[config.mk]
export PLATFORM = sky130hd
export DESIGN_NAME = i2c_rx_deser_flat
export DESIGN_NICKNAME = d
export VERILOG_FILES = /design/src/rtl/i2c_rx_deser_pkg.sv /design/src/rtl/i2c_rx_deser_if.sv /design/src/rtl/i2c_rx_deser_sr.sv /design/src/rtl/i2c_rx_deser.sv /design/src/flat_wrapper.sv
export SDC_FILE = /design/constraint.sdc
export NUM_CORES = 1
export LEC_CHECK = 0
export CAP_MARGIN = 40
export CORE_UTILIZATION = 51
export CTS_CLUSTER_SIZE = 28
export DETAILED_ROUTE_END_ITERATION = 7
export PLACE_DENSITY_LB_ADDON = 0.3
export RECOVER_POWER = 100
export SKIP_LAST_GASP = 1
export SLEW_MARGIN = 20
export SYNTH_ARGS = -nofsm -noshare
export SYNTH_HDL_FRONTEND = slang
export SYNTH_SLANG_ARGS = --single-unit
[constraint.sdc]
create_clock -name clk -period 2.4 [get_ports clk]
set_input_delay 0.48 -clock clk [delete_from_list [all_inputs] [get_ports clk]]
set_output_delay 0.48 -clock clk [all_outputs]
set_load 0.03 [all_outputs]
[src/rtl/i2c_rx_deser_pkg.sv]
// i2c_pkg: shared types and defaults for the I2C receive deserialiser.
package i2c_pkg;

  typedef enum logic [2:0] {
    IDLE,
    ADDR,
    ADDR_ACK,
    DATA,
    DATA_ACK
  } rx_state_t;

  localparam int I2C_ADDR_WIDTH_DEFAULT = 7;
  localparam int I2C_DATA_WIDTH_DEFAULT = 8;

  // Larger of two integers, used to size the shared shifter and counter.
  function automatic int max_int(input int a, input int b);
    return (a > b) ? a : b;
  endfunction

endpackage

[src/rtl/i2c_rx_deser_if.sv]
// i2c_rx_deser_if: serial inputs, framing strobes and the receive handshake.
// The slave modport is the deserialiser side; master is the driving side.
interface i2c_rx_deser_if
  import i2c_pkg::*;
#(
  parameter int DATA_WIDTH = I2C_DATA_WIDTH_DEFAULT
);
  logic                  sda_in;
  logic                  rising_edge_found;
  logic                  start_found;
  logic                  stop_found;
  logic                  rx_enable;
  logic                  rx_ready;
  logic [DATA_WIDTH-1:0] rx_data;
  logic                  rx_valid;
  logic                  addr_done;
  logic                  addr_match;
  logic                  rw_bit;
  logic                  ack_slot;
  logic                  overrun;

  modport slave (
    input  sda_in, rising_edge_found, start_found, stop_found, rx_enable, rx_ready,
    output rx_data, rx_valid, addr_done, addr_match, rw_bit, ack_slot, overrun
  );

  modport master (
    output sda_in, rising_edge_found, start_found, stop_found, rx_enable, rx_ready,
    input  rx_data, rx_valid, addr_done, addr_match, rw_bit, ack_slot, overrun
  );
endinterface

[src/rtl/i2c_rx_deser_sr.sv]
// flex_stp_sr: serial-in / parallel-out shift register, direction selectable.
module flex_stp_sr #(
  parameter int NUM_BITS  = 8,
  parameter bit SHIFT_MSB = 1'b1
) (
  input  logic                clk,
  input  logic                n_rst,
  input  logic                i_shift_enable,
  input  logic                i_serial_in,
  output logic [NUM_BITS-1:0] o_parallel_out
);
  logic [NUM_BITS-1:0] r_sr;

  // Shift one bit in per enable; new bit enters at the LSB (MSB-first) or MSB.
  always_ff @(posedge clk or negedge n_rst) begin
    if (!n_rst) begin
      r_sr <= '0;
    end else if (i_shift_enable) begin
      if (SHIFT_MSB) r_sr <= {r_sr[NUM_BITS-2:0], i_serial_in};
      else           r_sr <= {i_serial_in, r_sr[NUM_BITS-1:1]};
    end
  end

  assign o_parallel_out = r_sr;
endmodule

[src/rtl/i2c_rx_deser.sv]
// i2c_rx_deser: I2C slave receive deserialiser. Tracks framing, decodes the
// address byte, skips ACK slots and presents data words through a
// valid/ready holding register with sticky overrun.
// Optional SDA glitch filter: define I2C_RX_SDA_FILTER_EN (adds 2 clk latency).
module i2c_rx_deser
  import i2c_pkg::*;
#(
  parameter int                  DATA_WIDTH = I2C_DATA_WIDTH_DEFAULT,
  parameter int                  ADDR_WIDTH = I2C_ADDR_WIDTH_DEFAULT,
  parameter logic [ADDR_WIDTH-1:0] SLAVE_ADDR = ADDR_WIDTH'(7'h1E),
  parameter bit                  SHIFT_MSB  = 1'b1
) (
  input logic           clk,
  input logic           n_rst,
  i2c_rx_deser_if.slave bus
);
  localparam int N  = max_int(DATA_WIDTH, ADDR_WIDTH + 1);
  localparam int CW = $clog2(N + 1);
  localparam logic [CW-1:0] CNT_ADDR_LAST = CW'(ADDR_WIDTH);
  localparam logic [CW-1:0] CNT_DATA_LAST = CW'(DATA_WIDTH - 1);

  logic w_sda, w_rise, w_start, w_stop;

`ifdef I2C_RX_SDA_FILTER_EN
  logic [2:0] r_sda_q;
  logic [1:0] r_rise_d, r_start_d, r_stop_d;

  // SDA majority filter; strobes delayed 2 clk so they line up with the vote.
  always_ff @(posedge clk or negedge n_rst) begin
    if (!n_rst) begin
      r_sda_q   <= 3'b111;
      r_rise_d  <= 2'b00;
      r_start_d <= 2'b00;
      r_stop_d  <= 2'b00;
    end else begin
      r_sda_q   <= {r_sda_q[1:0], bus.sda_in};
      r_rise_d  <= {r_rise_d[0], bus.rising_edge_found};
      r_start_d <= {r_start_d[0], bus.start_found};
      r_stop_d  <= {r_stop_d[0], bus.stop_found};
    end
  end

  assign w_sda   = (r_sda_q[0] & r_sda_q[1]) | (r_sda_q[1] & r_sda_q[2]) | (r_sda_q[0] & r_sda_q[2]);
  assign w_rise  = r_rise_d[1];
  assign w_start = r_start_d[1];
  assign w_stop  = r_stop_d[1];
`else
  assign w_sda   = bus.sda_in;
  assign w_rise  = bus.rising_edge_found;
  assign w_start = bus.start_found;
  assign w_stop  = bus.stop_found;
`endif

  rx_state_t             r_state;
  logic [CW-1:0]         r_cnt;
  logic [DATA_WIDTH-1:0] r_rx_data;
  logic                  r_rx_valid, r_addr_done, r_addr_match, r_rw_bit, r_ack_slot, r_overrun;

  logic                  w_sample, w_shift_en;
  logic [N-1:0]          w_sr, w_sr_next;
  logic [DATA_WIDTH-1:0] w_word;
  logic [ADDR_WIDTH-1:0] w_addr;
  logic                  w_rw;
  logic                  w_unused_sr;

  // Framing strobes take priority, so a coincident sample is never shifted.
  assign w_sample   = bus.rx_enable & w_rise;
  assign w_shift_en = w_sample & ~w_start & ~w_stop & ((r_state == ADDR) | (r_state == DATA));

  flex_stp_sr #(
    .NUM_BITS (N),
    .SHIFT_MSB(SHIFT_MSB)
  ) u_sr (
    .clk           (clk),
    .n_rst         (n_rst),
    .i_shift_enable(w_shift_en),
    .i_serial_in   (w_sda),
    .o_parallel_out(w_sr)
  );

  // The completing bit is still on SDA, so decode from the post-shift view.
  generate
    if (SHIFT_MSB) begin : g_msb
      assign w_sr_next = {w_sr[N-2:0], w_sda};
      assign w_word    = w_sr_next[DATA_WIDTH-1:0];
      assign w_addr    = w_sr_next[ADDR_WIDTH:1];
      assign w_rw      = w_sr_next[0];
    end else begin : g_lsb
      assign w_sr_next = {w_sda, w_sr[N-1:1]};
      assign w_word    = w_sr_next[N-1 -: DATA_WIDTH];
      assign w_addr    = w_sr_next[N-2 -: ADDR_WIDTH];
      assign w_rw      = w_sr_next[N-1];
    end
  endgenerate

  // The bit pushed out of the shifter on each step is not needed here.
  assign w_unused_sr = ^w_sr;

  // Framing FSM, bit counter, address decode and data holding register.
  always_ff @(posedge clk or negedge n_rst) begin
    if (!n_rst) begin
      r_state      <= IDLE;
      r_cnt        <= '0;
      r_rx_data    <= '0;
      r_rx_valid   <= 1'b0;
      r_addr_done  <= 1'b0;
      r_addr_match <= 1'b0;
      r_rw_bit     <= 1'b0;
      r_ack_slot   <= 1'b0;
      r_overrun    <= 1'b0;
    end else begin
      r_addr_done <= 1'b0;
      if (r_rx_valid && bus.rx_ready) r_rx_valid <= 1'b0;

      if (w_start) begin
        r_state      <= ADDR;
        r_cnt        <= '0;
        r_addr_match <= 1'b0;
        r_rw_bit     <= 1'b0;
        r_ack_slot   <= 1'b0;
        r_overrun    <= 1'b0;
      end else if (w_stop) begin
        r_state      <= IDLE;
        r_cnt        <= '0;
        r_addr_match <= 1'b0;
        r_rw_bit     <= 1'b0;
        r_ack_slot   <= 1'b0;
      end else if (w_sample) begin
        case (r_state)
          ADDR: begin
            if (r_cnt == CNT_ADDR_LAST) begin
              r_addr_match <= (w_addr == SLAVE_ADDR);
              r_rw_bit     <= w_rw;
              r_addr_done  <= 1'b1;
              r_ack_slot   <= 1'b1;
              r_cnt        <= '0;
              r_state      <= ADDR_ACK;
            end else begin
              r_cnt <= r_cnt + CW'(1);
            end
          end
          ADDR_ACK: begin
            r_ack_slot <= 1'b0;
            r_state    <= r_addr_match ? DATA : IDLE;
          end
          DATA: begin
            if (r_cnt == CNT_DATA_LAST) begin
              r_rx_data  <= w_word;
              r_rx_valid <= 1'b1;
              if (r_rx_valid && !bus.rx_ready) r_overrun <= 1'b1;
              r_ack_slot <= 1'b1;
              r_cnt      <= '0;
              r_state    <= DATA_ACK;
            end else begin
              r_cnt <= r_cnt + CW'(1);
            end
          end
          DATA_ACK: begin
            r_ack_slot <= 1'b0;
            r_cnt      <= '0;
            r_state    <= DATA;
          end
          default: r_state <= r_state;
        endcase
      end
    end
  end

  assign bus.rx_data    = r_rx_data;
  assign bus.rx_valid   = r_rx_valid;
  assign bus.addr_done  = r_addr_done;
  assign bus.addr_match = r_addr_match;
  assign bus.rw_bit     = r_rw_bit;
  assign bus.ack_slot   = r_ack_slot;
  assign bus.overrun    = r_overrun;
endmodule

[src/flat_wrapper.sv]
// flat-port wrapper written by rule: the top's interface ports become plain ports
module i2c_rx_deser_flat import i2c_pkg::*;
#(
  parameter int                  DATA_WIDTH = I2C_DATA_WIDTH_DEFAULT,
  parameter int                  ADDR_WIDTH = I2C_ADDR_WIDTH_DEFAULT,
  parameter logic [ADDR_WIDTH-1:0] SLAVE_ADDR = ADDR_WIDTH'(7'h1E),
  parameter bit                  SHIFT_MSB  = 1'b1
)
  (clk, n_rst, bus_sda_in, bus_rising_edge_found, bus_start_found, bus_stop_found, bus_rx_enable, bus_rx_ready, bus_rx_data, bus_rx_valid, bus_addr_done, bus_addr_match, bus_rw_bit, bus_ack_slot, bus_overrun);
  i2c_rx_deser_if #(.DATA_WIDTH(DATA_WIDTH)) bus_i ();
  input logic clk;
  input logic n_rst;
  input wire logic [$bits(bus_i.sda_in)-1:0] bus_sda_in;
  input wire logic [$bits(bus_i.rising_edge_found)-1:0] bus_rising_edge_found;
  input wire logic [$bits(bus_i.start_found)-1:0] bus_start_found;
  input wire logic [$bits(bus_i.stop_found)-1:0] bus_stop_found;
  input wire logic [$bits(bus_i.rx_enable)-1:0] bus_rx_enable;
  input wire logic [$bits(bus_i.rx_ready)-1:0] bus_rx_ready;
  output wire logic [$bits(bus_i.rx_data)-1:0] bus_rx_data;
  output wire logic [$bits(bus_i.rx_valid)-1:0] bus_rx_valid;
  output wire logic [$bits(bus_i.addr_done)-1:0] bus_addr_done;
  output wire logic [$bits(bus_i.addr_match)-1:0] bus_addr_match;
  output wire logic [$bits(bus_i.rw_bit)-1:0] bus_rw_bit;
  output wire logic [$bits(bus_i.ack_slot)-1:0] bus_ack_slot;
  output wire logic [$bits(bus_i.overrun)-1:0] bus_overrun;
  assign bus_i.sda_in = bus_sda_in;
  assign bus_i.rising_edge_found = bus_rising_edge_found;
  assign bus_i.start_found = bus_start_found;
  assign bus_i.stop_found = bus_stop_found;
  assign bus_i.rx_enable = bus_rx_enable;
  assign bus_i.rx_ready = bus_rx_ready;
  assign bus_rx_data = bus_i.rx_data;
  assign bus_rx_valid = bus_i.rx_valid;
  assign bus_addr_done = bus_i.addr_done;
  assign bus_addr_match = bus_i.addr_match;
  assign bus_rw_bit = bus_i.rw_bit;
  assign bus_ack_slot = bus_i.ack_slot;
  assign bus_overrun = bus_i.overrun;
  i2c_rx_deser #(.DATA_WIDTH(DATA_WIDTH), .ADDR_WIDTH(ADDR_WIDTH), .SLAVE_ADDR(SLAVE_ADDR), .SHIFT_MSB(SHIFT_MSB)) u_core (.clk(clk), .n_rst(n_rst), .bus(bus_i));
endmodule
==> metrics.md, run 1 <==
| Metric | Value |
|---|---|
| Status | completed |
| Setup Fix Bufs, Post-CTS | 0 |
| Longest Clk Path Bufs | 2 |
| Worst-path fanout max | 10 |
| Wire per inst | 14.02 um |
| CP max stage delay | 0.44 ns |
| Vias in the first global route | 925 |
| Final critical-path required period | 2.065 ns |
| CTS root buffer | clkbuf_4 |
| Cell Count, Final, Fillers Out | 174 |
| Normalized max-slew margin | 2.541% |
| Core box area | 2297 um^2 |
| DP HPWL | 1827 um |
| I/O pin cnt | 22 |
| Hold buffers post-CTS | 0 |
| DRC errors left | 0 |
| Placed Instances | 170 |
| Worst hold path class | register to register |
| Syn nets | 130 |
| Via count | 961 |
| Dpl cell area | 1534 um^2 |
| Grt total ovfl | 0 |
| Synth top area share | 54.21% |
| Vias per std cell | 5.523 |
| Post-synth EDFFs | 0 |
| Crit path kind | input pin to register |
| Mapped Area | 1292 um^2 |
| Clk sinks | 28 |
| Number of diodes | 0 |
| Avg Inst Size Synth | 10.68 um^2 |
| Final ANT Viol Nets | 0 |
| Synth Area in Simple Gates | 21.20% |
| Pleak | 0.7846 nW |
| Synth Instances | 121 |
| TritonCTS clock tree | done |
| Final period util | 86.04% |
| Nets | 156 |
| Library cells used by synthesis | 32 |
| Drt first pass iters | 4 |
| Critical path required time | 2.63 ns |
| Max IR drop VDD | 449.8 uV |
| Final hold viol count | 0 |
| Full die area | 2739 um^2 |
| Antenna violations before repair | 0 |
| Synth Area in Compound Gates | 5.518% |
| Pin count of the biggest net entering global routing | 29 |
| Starting Density | 56.26% |
| Max-cap violations | 0 |
| Slowest CP cell | clkdlybuf4s50_1 |
| Setup violations, final | 0 |
| List of most frequent post-synthesis cells | dfrtp_1, nand2_1, mux2_2 |
| Ys flop type | dfrtp_1 |
| Finished Cell Area | 1558 um^2 |
| Area leader, netlist | dfrtp_1 |
| Routed WL | 2440 um |
| GRT Total Usage | 21.28% |
| Top post-synthesis cells by area | dfrtp_1, mux2_2, nand2_1, mux2i_1, inv_1 |
| F_max | 0.4843 GHz |
| Slew Viols, Final | 0 |
| Asr flop ratio synth | 100.0% |
| GPL Wtd Cong | 0.7851 |
| Warnings, synthesis | 0 |
| Area Growth Syn to Fin | 20.52% |
| Startpoint types | input pin |
| Adder-Cell Fraction of Synth Area | 0.9681% |
| Die X | 52.34 um |
| RSZ-0062 raised after global routing | no |
| Fraction of layout cells with a size suffix above 1 | 11.64% |
| Crit path DAT | 2.29 ns |
| Die Ht | 52.34 um |
| FF+latch count, synth | 28 |
| CP endpoint kind | register |
| Rows | 17 |
| Synth Area in XOR/XNOR | 0.6776% |
| Total power draw | 830.1 uW |
| Register area share after synthesis | 54.21% |
| IO Port Bufs | 21 |
| Combinational family with the most area after synthesis | simple AND/OR/NAND/NOR gates |
| H-tree Lvls | 1 |
| CTS resizes | 0 |
| CP cell instances | clkdlybuf4s50_1, or2_1, nor3_4, nand3_1, mux2_2 |
| Worst-Margin Slew | 1.462 ns |
| Setup_tns | 0 ns |
| Final Util | 67.81% |
| CTS buffer count | 3 |
| Clk_lat worst skew | 0.33 ns |
| P per Cell Area | 532.9 nW/um^2 |
| Clk slew on worst S/H paths | 0.15 ns |
| Mux cell area share after synthesis | 13.36% |
| First-pass GRT wire length | 4188 um |
| Layout Skew | 0.009127 ns |
| Starting DRT DRC Count | 21 |
-- where the power goes --
part / internal [mW] / switching, mW / total, mW / leakage [nW]
clock: 0.0930 / 0.140 / 0.233 / 0.0210
sequential: 0.493 / 0.0232 / 0.516 / 0.384
combinational: 0.0355 / 0.0453 / 0.0808 / 0.380
total: 0.621 / 0.209 / 0.830 / 0.785
-- flip-flops by register name, summed over array words and instances, names as in the netlist --
| signal | flops |
|---|---|
| u_core.r_state | 3 |
| u_core.bus.rx_data | 8 |
| u_core.bus.rw_bit | 1 |
| u_core.bus.rx_valid | 1 |
| u_core.bus.overrun | 1 |
| u_core.u_sr.o_parallel_out | 7 |
| u_core.r_cnt | 4 |
| u_core.bus.addr_match | 1 |
| u_core.bus.ack_slot | 1 |
| u_core.bus.addr_done | 1 |
-- routing by layer --
| layer | up-vias | share of wire, % | GRT usage, % |
|---|---|---|---|
| met1 | 471 | 44 | 25.94 |
| met3 | 5 | 4.1 | 4.058 |
| met5 | - | 0 | 0 |
| met2 | 26 | 50 | 36.08 |
| li1 | 459 | - | - |
| met4 | 0 | 1.5 | 9.649 |
-- cells by family (layout without fill, tap and decap cells) --
logic type,count (synthesis),in the layout
adder cells (fa/ha/maj),1,1
buffers and inverters,10,35
AO/OA/AOI/OAI,11,11
XOR/XNOR,1,1
multiplexers,16,16
AND/OR/NAND/NOR,54,54
flip-flops,28,28
-- cells in the final DEF (no fill, tap or decap), types with 2 or more instances in the layout --
cell type	Yosys	layout
a31oi_1	2	2
clkbuf_1	1	2
clkbuf_4	0	3
clkdlybuf4s50_1	0	6
dfrtp_1	28	28
dlygate4sd3_1	0	15
inv_1	7	7
mux2_2	10	10
mux2i_1	6	6
nand2_1	28	28
nand3_1	3	4
nor2_1	5	5
nor2b_1	3	3
nor3_1	3	3
o21ai_0	3	3
or4_1	2	2
-- worst paths after layout --
kind | slack [ns] | end | cells past startpoint | start
max | 0.34 | u_core.bus.rx_data[1] | 5 | bus_stop_found
min | 0.49 | u_core.r_cnt[3] | 1 | u_core.r_cnt[3]
max reg2reg | 0.48 | u_core.r_state[0] | 5 | u_core.r_cnt[0]
min reg2reg | 0.49 | u_core.r_cnt[3] | 1 | u_core.r_cnt[3]
max in group asynchronous | 0.55 | u_core.bus.overrun | 2 | n_rst
min in group asynchronous | 1.00 | u_core.u_sr.o_parallel_out[4] | 2 | n_rst
-- stage by stage --
stage	hold WS (ns)	setup WS, ns
2_1_floorplan	0.1844	0.6440
3_3_place_gp	0.4664	0.1582
3_5_place_dp	0.4743	0.1521
4_1_cts	0.4921	0.4592
5_1_grt	0.5093	0.2019
6_report	0.4908	0.3351
-- worst max-delay path, delay by kind of cell --
family / cells / cell delay (ns)
buffers and inverters: 1 / 0.44
multiplexers: 1 / 0.43
AND/OR/NAND/NOR: 3 / 0.94
-- layout make-up --
cell class | instances | area, um^2
Fill cell | 184 | 739.5
Clock buffer | 4 | 36.28
Sequential cell | 28 | 700.7
Tap cell | 28 | 35.03
Timing Repair Buffer | 24 | 225.2
Multi-Input combinational cell | 83 | 534.3
Inverter | 7 | 26.28
No activity file was read; power rests on OpenSTA's default activity.
==> run 2, diff against run 1 <==
--- a/config.mk
+++ b/config.mk
@@ -6,6 +6,7 @@
 export NUM_CORES = 1
 export LEC_CHECK = 0
 export CAP_MARGIN = 40
+export CORE_MARGIN = 3
 export CORE_UTILIZATION = 51
 export CTS_CLUSTER_SIZE = 28
 export DETAILED_ROUTE_END_ITERATION = 7
==> metrics.md, run 2 (same netlist as run 1, synthesis figures left out) <==
| Metric | Value |
|---|---|
| Status | completed |
| Most frequent cells in the layout | nand2_1, dfrtp_1, dlygate4sd3_1 |
| Die Ht | 56.34 um |
| Total power draw | 822.7 uW |
| Sequential Area | 700.7 um^2 |
| TritonCTS clock tree | done |
| Core box area | 2297 um^2 |
| Worst-Margin Slew | 1.434 ns |
| Slowest CP cell | clkdlybuf4s50_1 |
| Pin count of the biggest net entering global routing | 29 |
| DP HPWL | 1788 um |
| IO Port Bufs | 21 |
| Crit path DAT | 2.33 ns |
| Longest Clk Path Bufs | 2 |
| CP cell instances | clkdlybuf4s50_1, or2_0, nor3_4, nand3_1, mux2_2 |
| RSZ-0062 raised after global routing | no |
| Routed WL | 2366 um |
| Nets | 156 |
| Via count | 938 |
| Starting Density | 56.26% |
| Number of diodes | 0 |
| Multi-input gate area | 534.3 um^2 |
| Max IR drop VDD | 337.4 uV |
| GPL Wtd Cong | 0.8664 |
| Area Growth Syn to Fin | 20.52% |
| Clk_lat worst skew | 0.32 ns |
| CP max stage delay | 0.44 ns |
| CP bufs+invs | 1 |
| Pleak | 0.7840 nW |
| F_max | 0.4760 GHz |
| DRC errors left | 0 |
| Final critical-path required period | 2.101 ns |
| First-pass GRT wire length | 4153 um |
| Critical path required time | 2.63 ns |
| Grt total ovfl | 0 |
| Layout Skew | 0.003942 ns |
| CTS root buffer | clkbuf_4 |
| Vias per std cell | 5.391 |
| Setup_tns | 0 ns |
| Setup Fix Bufs, Post-CTS | 0 |
| Slew Viols, Final | 0 |
| Clk slew on worst S/H paths | 0.15 ns |
| Final hold viol count | 0 |
| Die X | 56.34 um |
| Crit path kind | input pin to register |
| Fillers | 190 |
| Full die area | 3174 um^2 |
| CP endpoint kind | register |
| CTS resizes | 0 |
| CTS buffer count | 3 |
| I/O pin cnt | 22 |
| Hold buffers post-CTS | 0 |
| Antenna violations before repair | 0 |
| CP top delay family | simple AND/OR/NAND/NOR gates |
| P per Cell Area | 528.2 nW/um^2 |
| Starting DRT DRC Count | 20 |
| Rows | 17 |
| GRT Total Usage | 16.64% |
| Final period util | 87.53% |
| Max-cap violations | 0 |
| Max reg flops | 8 |
| Clk sinks | 28 |
| Normalized max-slew margin | 4.422% |
| Fraction of layout cells with a size suffix above 1 | 11.64% |
| H-tree Lvls | 1 |
| Drt first pass iters | 4 |
| Setup violations, final | 0 |
| Startpoint types | input pin |
| Vias in the first global route | 907 |
| Worst-path fanout max | 10 |
| Final ANT Viol Nets | 0 |
| Wire per inst | 13.60 um |
| Worst hold path class | register to register |
-- run 2: changes by cell type in the layout (fill, tap and decap cells not counted) --
| cell | previous run | this run |
|---|---|---|
| or2_0 | 0 | 1 |
| or2_1 | 1 | 0 |
-- run 2: path summary, 6_finish.rpt --
check                             startpoint                     to  slack [ns]  depth (start not counted)
min reg2reg                  u_core.r_cnt[3]        u_core.r_cnt[3]        0.50                          1
min in group asynchronous              n_rst  u_core.bus.rx_data[5]        1.00                          2
max                           bus_stop_found  u_core.bus.rx_data[2]        0.30                          5
max reg2reg                u_core.r_state[2]  u_core.bus.rx_data[2]        0.56                          4
min                          u_core.r_cnt[3]        u_core.r_cnt[3]        0.50                          1
max in group asynchronous              n_rst      u_core.r_state[1]        0.58                          2
-- run 2: power by group --
part	total [mW]	internal [mW]	switching, mW
Combinational	0.0803	0.0353	0.0450
Sequential	0.516	0.493	0.0227
Clock	0.227	0.0928	0.134
-- run 2: stage by stage --
stage	setup slack [ns]	hold slack (ns)	std cells	cell area, um^2	utilization (%)
after detailed placement	0.1607	0.4795	170	1534	66.78
after global routing	0.2137	0.5179	174	1558	67.81
after floorplan	0.6440	0.1844	121	1292	-
after CTS	0.4730	0.5046	174	1570	68.36
after global placement	0.2297	0.4627	170	1534	66.78
final	0.2993	0.5032	174	1558	67.81
-- run 2: layer usage --
layer  vias up  track usage (%)  part of all wire [%]  routed length, um
met5         -                0                     0                  0
met4         0            5.085                   1.6                 37
met3         5            2.759                   4.3                101
met2        25            27.71                    48               1132
met1       444            22.24                    46               1095
li1        464                -                     -                  -
-- run 2: layout make-up --
class / count / area share (%)
clock buffer: 4 / 2.329
inverter: 7 / 1.687
multi-input combinational: 83 / 34.30
sequential: 28 / 44.98
tap: 28 / 2.249
timing repair buffer: 24 / 14.46
